--- src/rtl/decode_stage.sv ---
// decode_stage: registered RV32I decode stage between fetch and execute.
// Decodes one instruction per cycle into an ID/EX control bundle, builds the
// sign-extended immediate, detects load-use hazards (inserting one bubble),
// honours flush, flags illegal encodings and counts inserted bubbles.
module decode_stage #(
  parameter int XLEN  = 32,
  parameter int CNT_W = 16
) (
  input  logic             clock,
  input  logic             reset_n,
  input  logic             in_valid,
  output logic             in_ready,
  input  logic [31:0]      instr,
  input  logic [XLEN-1:0]  pc_in,
  input  logic             flush,
  input  logic             out_ready,
  output logic             out_valid,
  output logic [XLEN-1:0]  pc_out,
  output logic [4:0]       rs1,
  output logic [4:0]       rs2,
  output logic [4:0]       rd,
  output logic [XLEN-1:0]  imm,
  output logic [5:0]       alu_op,
  output logic [8:0]       itype,
  output logic             alusrc,
  output logic             memtoreg,
  output logic             reg_en,
  output logic             mem_wr,
  output logic             branch,
  output logic             jump,
  output logic             illegal,
  output logic [CNT_W-1:0] stall_count
);

  localparam logic [6:0] OP_R     = 7'b0110011;
  localparam logic [6:0] OP_I     = 7'b0010011;
  localparam logic [6:0] OP_LOAD  = 7'b0000011;
  localparam logic [6:0] OP_STORE = 7'b0100011;
  localparam logic [6:0] OP_BR    = 7'b1100011;
  localparam logic [6:0] OP_JAL   = 7'b1101111;
  localparam logic [6:0] OP_LUI   = 7'b0110111;
  localparam logic [6:0] OP_AUIPC = 7'b0010111;
  localparam logic [6:0] OP_JALR  = 7'b1100111;

  // Class bits, MSB first: R, I-ALU, LOAD, STORE, BRANCH, JAL, LUI, AUIPC, JALR
  localparam int T_LOAD = 6;

  logic [6:0]  opcode;
  logic [2:0]  f3;
  logic [6:0]  f7;
  logic        alt;
  logic        f7_bad;
  logic [4:0]  d_rs1, d_rs2, d_rd;
  logic [31:0] imm32;
  logic [5:0]  d_op;
  logic [8:0]  d_type;
  logic        d_alusrc, d_memtoreg, d_reg_en, d_mem_wr, d_branch, d_jump;
  logic        d_illegal;
  logic        hazard;
  logic        accept;

  assign opcode = instr[6:0];
  assign f3     = instr[14:12];
  assign f7     = instr[31:25];
  assign alt    = (f7 == 7'h20);
  assign f7_bad = (f7 != 7'h00) && !alt;

  // Combinational decode of the presented instruction into the next bundle
  always_comb begin
    d_rs1 = '0; d_rs2 = '0; d_rd = '0;
    imm32 = '0; d_op = '0; d_type = '0;
    d_alusrc = 1'b0; d_memtoreg = 1'b0; d_reg_en = 1'b0;
    d_mem_wr = 1'b0; d_branch = 1'b0; d_jump = 1'b0;
    d_illegal = 1'b0;
    case (opcode)
      OP_R: begin
        d_type = 9'b100000000; d_reg_en = 1'b1;
        d_rs1 = instr[19:15]; d_rs2 = instr[24:20]; d_rd = instr[11:7];
        d_illegal = f7_bad;
        case (f3)
          3'b000: d_op = alt ? 6'd1 : 6'd0;
          3'b001: begin d_op = 6'd5; d_illegal = (f7 != 7'h00); end
          3'b010: begin d_op = 6'd8; d_illegal = (f7 != 7'h00); end
          3'b011: begin d_op = 6'd9; d_illegal = (f7 != 7'h00); end
          3'b100: begin d_op = 6'd2; d_illegal = (f7 != 7'h00); end
          3'b101: d_op = alt ? 6'd7 : 6'd6;
          3'b110: begin d_op = 6'd3; d_illegal = (f7 != 7'h00); end
          default: begin d_op = 6'd4; d_illegal = (f7 != 7'h00); end
        endcase
      end
      OP_I: begin
        d_type = 9'b010000000; d_alusrc = 1'b1; d_reg_en = 1'b1;
        d_rs1 = instr[19:15]; d_rd = instr[11:7];
        imm32 = {{20{instr[31]}}, instr[31:20]};
        case (f3)
          3'b000: d_op = 6'd10;
          3'b001: begin d_op = 6'd14; d_illegal = (f7 != 7'h00); end
          3'b010: d_op = 6'd17;
          3'b011: d_op = 6'd18;
          3'b100: d_op = 6'd11;
          3'b101: begin d_op = alt ? 6'd16 : 6'd15; d_illegal = f7_bad; end
          3'b110: d_op = 6'd12;
          default: d_op = 6'd13;
        endcase
      end
      OP_LOAD: begin
        d_type = 9'b001000000; d_alusrc = 1'b1; d_memtoreg = 1'b1; d_reg_en = 1'b1;
        d_op = 6'd10; d_rs1 = instr[19:15]; d_rd = instr[11:7];
        imm32 = {{20{instr[31]}}, instr[31:20]};
        d_illegal = (f3 == 3'b011) || (f3 == 3'b110) || (f3 == 3'b111);
      end
      OP_STORE: begin
        d_type = 9'b000100000; d_alusrc = 1'b1; d_mem_wr = 1'b1;
        d_op = 6'd10; d_rs1 = instr[19:15]; d_rs2 = instr[24:20];
        imm32 = {{20{instr[31]}}, instr[31:25], instr[11:7]};
        d_illegal = (f3[2] == 1'b1) || (f3 == 3'b011);
      end
      OP_BR: begin
        d_type = 9'b000010000; d_branch = 1'b1; d_op = 6'd1;
        d_rs1 = instr[19:15]; d_rs2 = instr[24:20];
        imm32 = {{20{instr[31]}}, instr[7], instr[30:25], instr[11:8], 1'b0};
        d_illegal = (f3 == 3'b010) || (f3 == 3'b011);
      end
      OP_JAL: begin
        d_type = 9'b000001000; d_jump = 1'b1; d_reg_en = 1'b1; d_rd = instr[11:7];
        imm32 = {{12{instr[31]}}, instr[19:12], instr[20], instr[30:21], 1'b0};
      end
      OP_LUI: begin
        d_type = 9'b000000100; d_reg_en = 1'b1; d_rd = instr[11:7];
        imm32 = {instr[31:12], 12'b0};
      end
      OP_AUIPC: begin
        d_type = 9'b000000010; d_reg_en = 1'b1; d_rd = instr[11:7];
        imm32 = {instr[31:12], 12'b0};
      end
      OP_JALR: begin
        d_type = 9'b000000001; d_jump = 1'b1; d_alusrc = 1'b1; d_reg_en = 1'b1;
        d_rs1 = instr[19:15]; d_rd = instr[11:7];
        imm32 = {{20{instr[31]}}, instr[31:20]};
        d_illegal = (f3 != 3'b000);
      end
      default: d_illegal = (instr != 32'h0);
    endcase
    if (d_illegal) begin
      d_rs1 = '0; d_rs2 = '0; d_rd = '0;
      imm32 = '0; d_op = '0; d_type = '0;
      d_alusrc = 1'b0; d_memtoreg = 1'b0; d_reg_en = 1'b0;
      d_mem_wr = 1'b0; d_branch = 1'b0; d_jump = 1'b0;
    end
  end

  // Unused source fields decode to 0, so with rd nonzero they can never match
  assign hazard   = out_valid && itype[T_LOAD] && (rd != 5'd0) && in_valid &&
                    ((d_rs1 == rd) || (d_rs2 == rd));
  assign in_ready = !flush && !hazard && (!out_valid || out_ready);
  assign accept   = in_valid && in_ready;

  // Output bundle register: flush beats accept, departing load under hazard counts a bubble
  always_ff @(posedge clock or negedge reset_n) begin
    if (!reset_n) begin
      out_valid <= 1'b0; pc_out <= '0; rs1 <= '0; rs2 <= '0; rd <= '0;
      imm <= '0; alu_op <= '0; itype <= '0;
      alusrc <= 1'b0; memtoreg <= 1'b0; reg_en <= 1'b0;
      mem_wr <= 1'b0; branch <= 1'b0; jump <= 1'b0; illegal <= 1'b0;
      stall_count <= '0;
    end else if (flush) begin
      out_valid <= 1'b0;
    end else if (accept) begin
      out_valid <= 1'b1; pc_out <= pc_in;
      rs1 <= d_rs1; rs2 <= d_rs2; rd <= d_rd;
      imm <= XLEN'($signed(imm32)); alu_op <= d_op; itype <= d_type;
      alusrc <= d_alusrc; memtoreg <= d_memtoreg; reg_en <= d_reg_en;
      mem_wr <= d_mem_wr; branch <= d_branch; jump <= d_jump; illegal <= d_illegal;
    end else if (out_valid && out_ready) begin
      out_valid <= 1'b0;
      if (hazard && (stall_count != {CNT_W{1'b1}}))
        stall_count <= stall_count + 1'b1;
    end
  end

endmodule

--- config.mk ---
export PLATFORM = sky130hd
export DESIGN_NAME = decode_stage
export DESIGN_NICKNAME = d
export VERILOG_FILES = /design/src/rtl/decode_stage.sv
export SDC_FILE = /design/constraint.sdc
export NUM_CORES = 1
export LEC_CHECK = 0
export ABC_AREA = 1
export CORE_ASPECT_RATIO = 1.4
export CORE_UTILIZATION = 35
export CTS_CLUSTER_DIAMETER = 60
export CTS_CLUSTER_SIZE = 8
export DETAILED_ROUTE_END_ITERATION = 10
export PLACE_DENSITY = 0.74
export SYNTH_ARGS = -nofsm -noshare
export SYNTH_HDL_FRONTEND = slang
export SYNTH_SLANG_ARGS = --single-unit
--- constraint.sdc ---
create_clock -name clock -period 7.2 [get_ports clock]
set_input_delay 1.44 -clock clock [delete_from_list [all_inputs] [get_ports clock]]
set_output_delay 1.44 -clock clock [all_outputs]
set_load 0.02 [all_outputs]
After elaboration in Yosys (flattened, before gate mapping)
Cells that the tools add are included.
{"block": "totals", "mem_bits_rw": 0, "rom_bits": 0, "inputBits": 69, "latchBits": 0, "ff_bits": 118, "memories": 0}
{"block": "classes", "n_shift": 0, "add_sub_neg": 1, "multipliers": 0, "div": 0, "bitwise": 2, "muxes": 35, "n_eq_ne": 20, "magnitude_cmp": 0, "reduce_logical": 38}
{"operator": "one-hot mux 32 bit (5 select lines)", "n": 1}
{"operator": "one-hot mux 9 bit (9 select lines)", "n": 1}
{"operator": "2-to-1 mux 5 bit", "n": 7}
{"operator": "one-hot mux 5 bit (7 select lines)", "n": 1}
{"operator": "2-to-1 mux 32 bit", "n": 1}
{"operator": "nonzero test 32 bit", "n": 1}
{"operator": "equality test 7 x 6 -> 1 bit, second input constant", "n": 4}
{"operator": "one-hot mux 4 bit (7 select lines)", "n": 1}
{"operator": "equality test 7 bit, second input constant", "n": 3}
{"operator": "one-hot mux 5 bit (4 select lines)", "n": 1}
{"operator": "2-to-1 mux 1 bit", "n": 18}
{"operator": "adder 16 x 1 -> 16 bit, second input constant", "n": 1}
{"operator": "inequality test 16 bit, second input constant", "n": 1}
{"operator": "equality test 7 x 5 -> 1 bit, second input constant", "n": 2}
{"operator": "equality test 3 bit, second input constant", "n": 4}
{"operator": "equality test 5 bit", "n": 2}
{"operator": "logical AND 1 bit", "n": 10}
{"operator": "2-to-1 mux 9 bit", "n": 1}
{"operator": "OR reduction 3 bit", "n": 3}
{"operator": "OR reduction 2 bit", "n": 4}
{"operator": "equality test 7 x 2 -> 1 bit, second input constant", "n": 1}
{"operator": "one-hot mux 1 bit (7 select lines)", "n": 1}
{"operator": "nonzero test 7 bit", "n": 1}
{"operator": "OR reduction 7 bit", "n": 1}
{"operator": "14 further kinds", "n": 25}

Depth between registers and ports, before layout
{"block": "depth", "word_depth": 15, "ltp_mapped": 24, "ltp_nobuf": 22}

Worst setup path before layout
OpenSTA, ideal clock, no wires.
{"block": "synth_timing", "path_type": "in2out", "start": "in instr[26]", "end": "out in_ready", "setup_slack_ns": 2.542, "stages": 18, "arrival_time_ns": 3.218, "path_buffers": 1, "cell_sequence": "nor2_1 -> nand2_1 -> nor2_1 -> o21ai_1 -> nand2_1 -> nand2_1 -> nand2_1 -> nand2_1 -> nand2_1 -> buf_2 -> nand2_1 -> nand2_1 -> nand2_1 -> nand2_1 -> nor2_1 -> nand2_1 -> nand2_2 -> a21boi_0"}
{"block": "synth_via", "elab_chain_len": 12}
{"element": "start: declaration", "line_no": "13", "source": "input logic [31:0] instr,"}
{"element": "equality test 7 x 6 -> 1 bit", "line_no": "65", "source": "assign alt = (f7 == 7'h20);"}
{"element": "logical NOT 1 bit", "line_no": "66", "source": "assign f7_bad = (f7 != 7'h00) && !alt;"}
{"element": "logical AND 1 bit", "line_no": "66"}
{"element": "one-hot mux 1 bit (2 select lines) / 2-to-1 mux 1 bit (equally long branches)"}
{"element": "one-hot mux 1 bit (7 select lines) (*)", "line_no": "75", "source": "case (opcode)"}
{"element": "2-to-1 mux 5 bit", "line_no": "144", "source": "if (d_illegal) begin"}
{"element": "equality test 5 bit", "line_no": "154", "source": "((d_rs1 == rd) || (d_rs2 == rd));"}
{"element": "logical OR 1 bit (*)", "line_no": "154"}
{"element": "logical AND 1 bit (*)", "line_no": "153", "source": "assign hazard = out_valid && itype[T_LOAD] && (rd != 5'd0) && in_valid &&"}
{"element": "logical NOT 1 bit (*)", "line_no": "155", "source": "assign in_ready = !flush && !hazard && (!out_valid || out_ready);"}
{"element": "logical AND 1 bit (*) (2 in series)", "line_no": "155"}
{"element": "end: declaration", "line_no": "12", "source": "output logic in_ready,"}
Mark *: on every way between the ends. The rest lies on a longest branch, timed or not.

Worst setup path after layout
{"block": "layout_timing", "start": "in instr[3]", "end": "out in_ready"}
{"block": "layout_via", "elab_chain_len": 10}
{"element": "equality test 7 x 5 -> 1 bit, or another cell as far along", "line_no": "75"}
{"element": "OR reduction 3 bit (no source line) / OR reduction 6 bit (equally long branches)"}
{"element": "one-hot mux 1 bit (7 select lines) / 2-to-1 mux 5 bit (equally long branches)", "line_no": "75"}
{"element": "2-to-1 mux 5 bit", "line_no": "144"}
{"element": "equality test 5 bit", "line_no": "154"}
{"element": "logical OR 1 bit (*)", "line_no": "154"}
{"element": "logical AND 1 bit (*)", "line_no": "153"}
{"element": "logical NOT 1 bit (*)", "line_no": "155"}
{"element": "logical AND 1 bit (*) (2 in series)", "line_no": "155"}
Marks and branches as above.

==> summary.txt <==
Global routing
  • GRT overflow: 0
  • Largest net degree at the start of global routing: 171
  • Total GRT Usage: 0.2115
  • First-pass GRT wire length: 29,320 um
  • Vias in the first global route: 5,840
  • Initial antenna violation count: 0

Power
  • Reg power frac: 0.412
  • Internal: 1240 uW
  • Net switching fraction of the power: 0.2735
  • Comb pwr share: 0.143
  • LEAKAGE: 0.004014 uW
  • VDD IR max: 0.0001074 V
  • Pwr Density: 201.0 nW/um2
  • Clock share of power: 0.446
  • P_sw: 467.0 uW

Critical path
  • R2R depth: 12
  • WP data required: 5760 ps
  • Worst Setup End Kind: output pin
  • Critical R2R Launch: rd[1]
  • Reg2reg setup slack: 4380 ps
  • RR Endpoint: pc_out[22]
  • Critical path origin: instr[3]
  • Crit path DAT: 4740 ps
  • CP startpoint kind: input port
  • WS Path Type: input port to output pin
  • CP max FO: 22

Placement
  • IO buf count: 186
  • DP HPWL: 13,300 um
  • Gpl congestion: 0.9153
  • Area after DPL: 7963 um2

Worst hold path
  • Hold/Removal Path Class: flip-flop to flip-flop
  • Worst min-delay path endpoint: pc_out[6]
  • Hold Path Depth: 2
  • Hold Startpoint: pc_out[6]

Timing
  • Max Clk Rate: 161.9 MHz
  • Crit share post-route: 0.8577
  • Slew Viols, Final: 0
  • Clock skew: 7.865 ps
  • Final Setup Violations: 0
  • Setup tns final: 0 ps
  • Fin crit period: 6176 ps
  • Slew @ Worst Pin: 1022 ps
  • Max_slew headroom: 0.3179
  • Fin. Hold Viols: 0
  • RSZ-0062 raised after global routing: false

CTS
  • CTS tree: yes
  • Deepest clock path buffer count: 2
  • Clk_lat worst skew: 410 ps
  • CTS Sinks: 117
  • Hold_buf cts: 0
  • Clk slew on worst S/H paths: 60 ps
  • Post-CTS Setup Repair Bufs: 0
  • Post_cts resized: 0
  • CTS Root Cell: clkbuf_16
  • CTS buffer count: 17
  • H-tree levels: 4

Final layout
  • Finished Cell Area: 8494 um2
  • Most common cell after layout, fill and taps aside: nand2_1
  • Layout area overhead: 41.59%
  • Fin nets: 1,057
  • Number of inserted diodes: 0
  • Register Area: 2928 um2
  • FILL cells: 1,582
  • Commonest cells after routing, fill and taps aside: nand2_1 (342), clkdlybuf4s50_1 (185), dfrtp_1 (117)
  • Layout cells sized above 1: 0.04800
  • Multi-input combinational cell area: 2631 um2

Drt
  • Initial drt markers: 379
  • DRC errors left: 0
  • DRT Pass-1 Iters: 5
  • Post-DRT Antenna Nets: 0
  • Wire length per cell: 15.34 um
  • Via count: 5,997
  • Via-per-instance ratio: 4.985
  • Routed wire length: 18,450 um

Logic synthesis
  • Synth Flop Type: dfrtp_1
  • Mapped Cells: 814
  • Post-synth cell types: 36
  • Cell Area, Synth: 6000 um2
  • Post-synthesis sequential area ratio: 0.4880
  • Number of flops mapped to enable cells by yosys: 0
  • Yosys reg bits: 117
  • Synth async-reset ratio: 1.000
  • Synth Net Count: 884
  • Syn avg cell area: 7.370 um2
  • Total number of yosys warnings: 0

Floorplan
  • Row count: 56
  • Die area: 17,680 um2
  • Initial Utilization: 0.3583
  • Core area: 16,750 um2
  • Die Width: 112.7 um
  • Vert. Die Dim: 156.9 um
  • Io pins: 188

Status
  • Status: complete, no violations

Run
  • Max_cap viols: 0
[synthesized netlist by cell type, types with 2 or more instances]
cell type  instances  share of area
nand2_1          342           0.21
dfrtp_1          117           0.49
inv_1             62          0.039
o21ai_0           59          0.049
nand3_1           55          0.046
nor2_1            49          0.031
nand4_1           30          0.031
buf_2             16          0.013
nor3_1            12          0.010
clkbuf_1          11         0.0069
o21ai_1            9         0.0075
buf_4              7         0.0088
o211ai_1           7         0.0088
inv_2              5         0.0031
nor2_2             5         0.0052
a21oi_1            4         0.0033
xor2_1             3         0.0044
nor4_1             2         0.0021
o22ai_1            2         0.0021
[flip-flops by register name (all words and copies together), names as in the netlist, 5 cells and up]
signal and flops:
itype 9, pc_out 32, alu_op 5, stall_count 16, rs2 5, imm 32, rs1 5, rd 5
[routing by layer]
metal | part of all wire | routed length, um | GRT usage
met5 | 0 | 0 | 0
met4 | 0.034 | 622 | 0.09968
met3 | 0.051 | 940 | 0.04544
met2 | 0.51 | 9342 | 0.3645
met1 | 0.41 | 7545 | 0.2507
[critical path: stages]
cell,delay [ps]
clkdlybuf4s50_1,520
nor2_1,150
nand2_1,130
nor2_2,240
nand2_1,100
nand2_1,80
nand2_1,50
nor2_1,90
nand2_1,60
nand2_1,500
nand2_1,160
nand2_1,90
nand2_1,50
nand2_1,50
nor2_1,40
nand2_1,80
nand2_2,80
a21boi_0,170
clkdlybuf4s50_1,640
[cell families after synthesis]
logic type,synth area share
AND/OR/NAND/NOR,0.3466
other,0.0006251
XOR/XNOR,0.005840
buffers and inverters,0.07341
adder cells (fa/ha/maj),0.002085
flip-flops,0.4880
AO/OA/AOI/OAI,0.08342
[cell type report]
type	instances	area share
inverters	68	0.03005
flip-flops and latches	117	0.3447
multi-input cells	594	0.3098
well taps	203	0.02990
clock buffers	21	0.05303
clock inverters	11	0.009574
repair buffers	189	0.2230
[worst max-delay path by stage]
stage / end / cells past startpoint
2_1_floorplan: in_ready / 18
3_3_place_gp: in_ready / 19
3_5_place_dp: in_ready / 19
4_1_cts: in_ready / 19
5_1_grt: in_ready / 20
6_report: in_ready / 19
[power groups by stage]
stage          registers (uW)  logic [uW]  clock network (uW)
6_report                  703         244                 761
3_3_place_gp              714         243                   0
2_1_floorplan             751        70.7                   0
5_1_grt                   706         265                 813
3_5_place_dp              714         245                   0
4_1_cts                   703         246                 777
[stage by stage]
step           worst slack [ps]  total power (uW)  hold slack [ps]    util  instances
6_report                   1024              1707            475.8  0.5072       1203
4_1_cts                    1040              1726            480.4  0.5072       1203
3_3_place_gp               1100             956.5            460.8  0.4755       1171
2_1_floorplan              2542             821.8            585.1       -        814
5_1_grt                   699.1              1784            494.9  0.5072       1203
3_5_place_dp               1044             958.5            463.7  0.4755       1171
(Power assumes the default switching activity.)
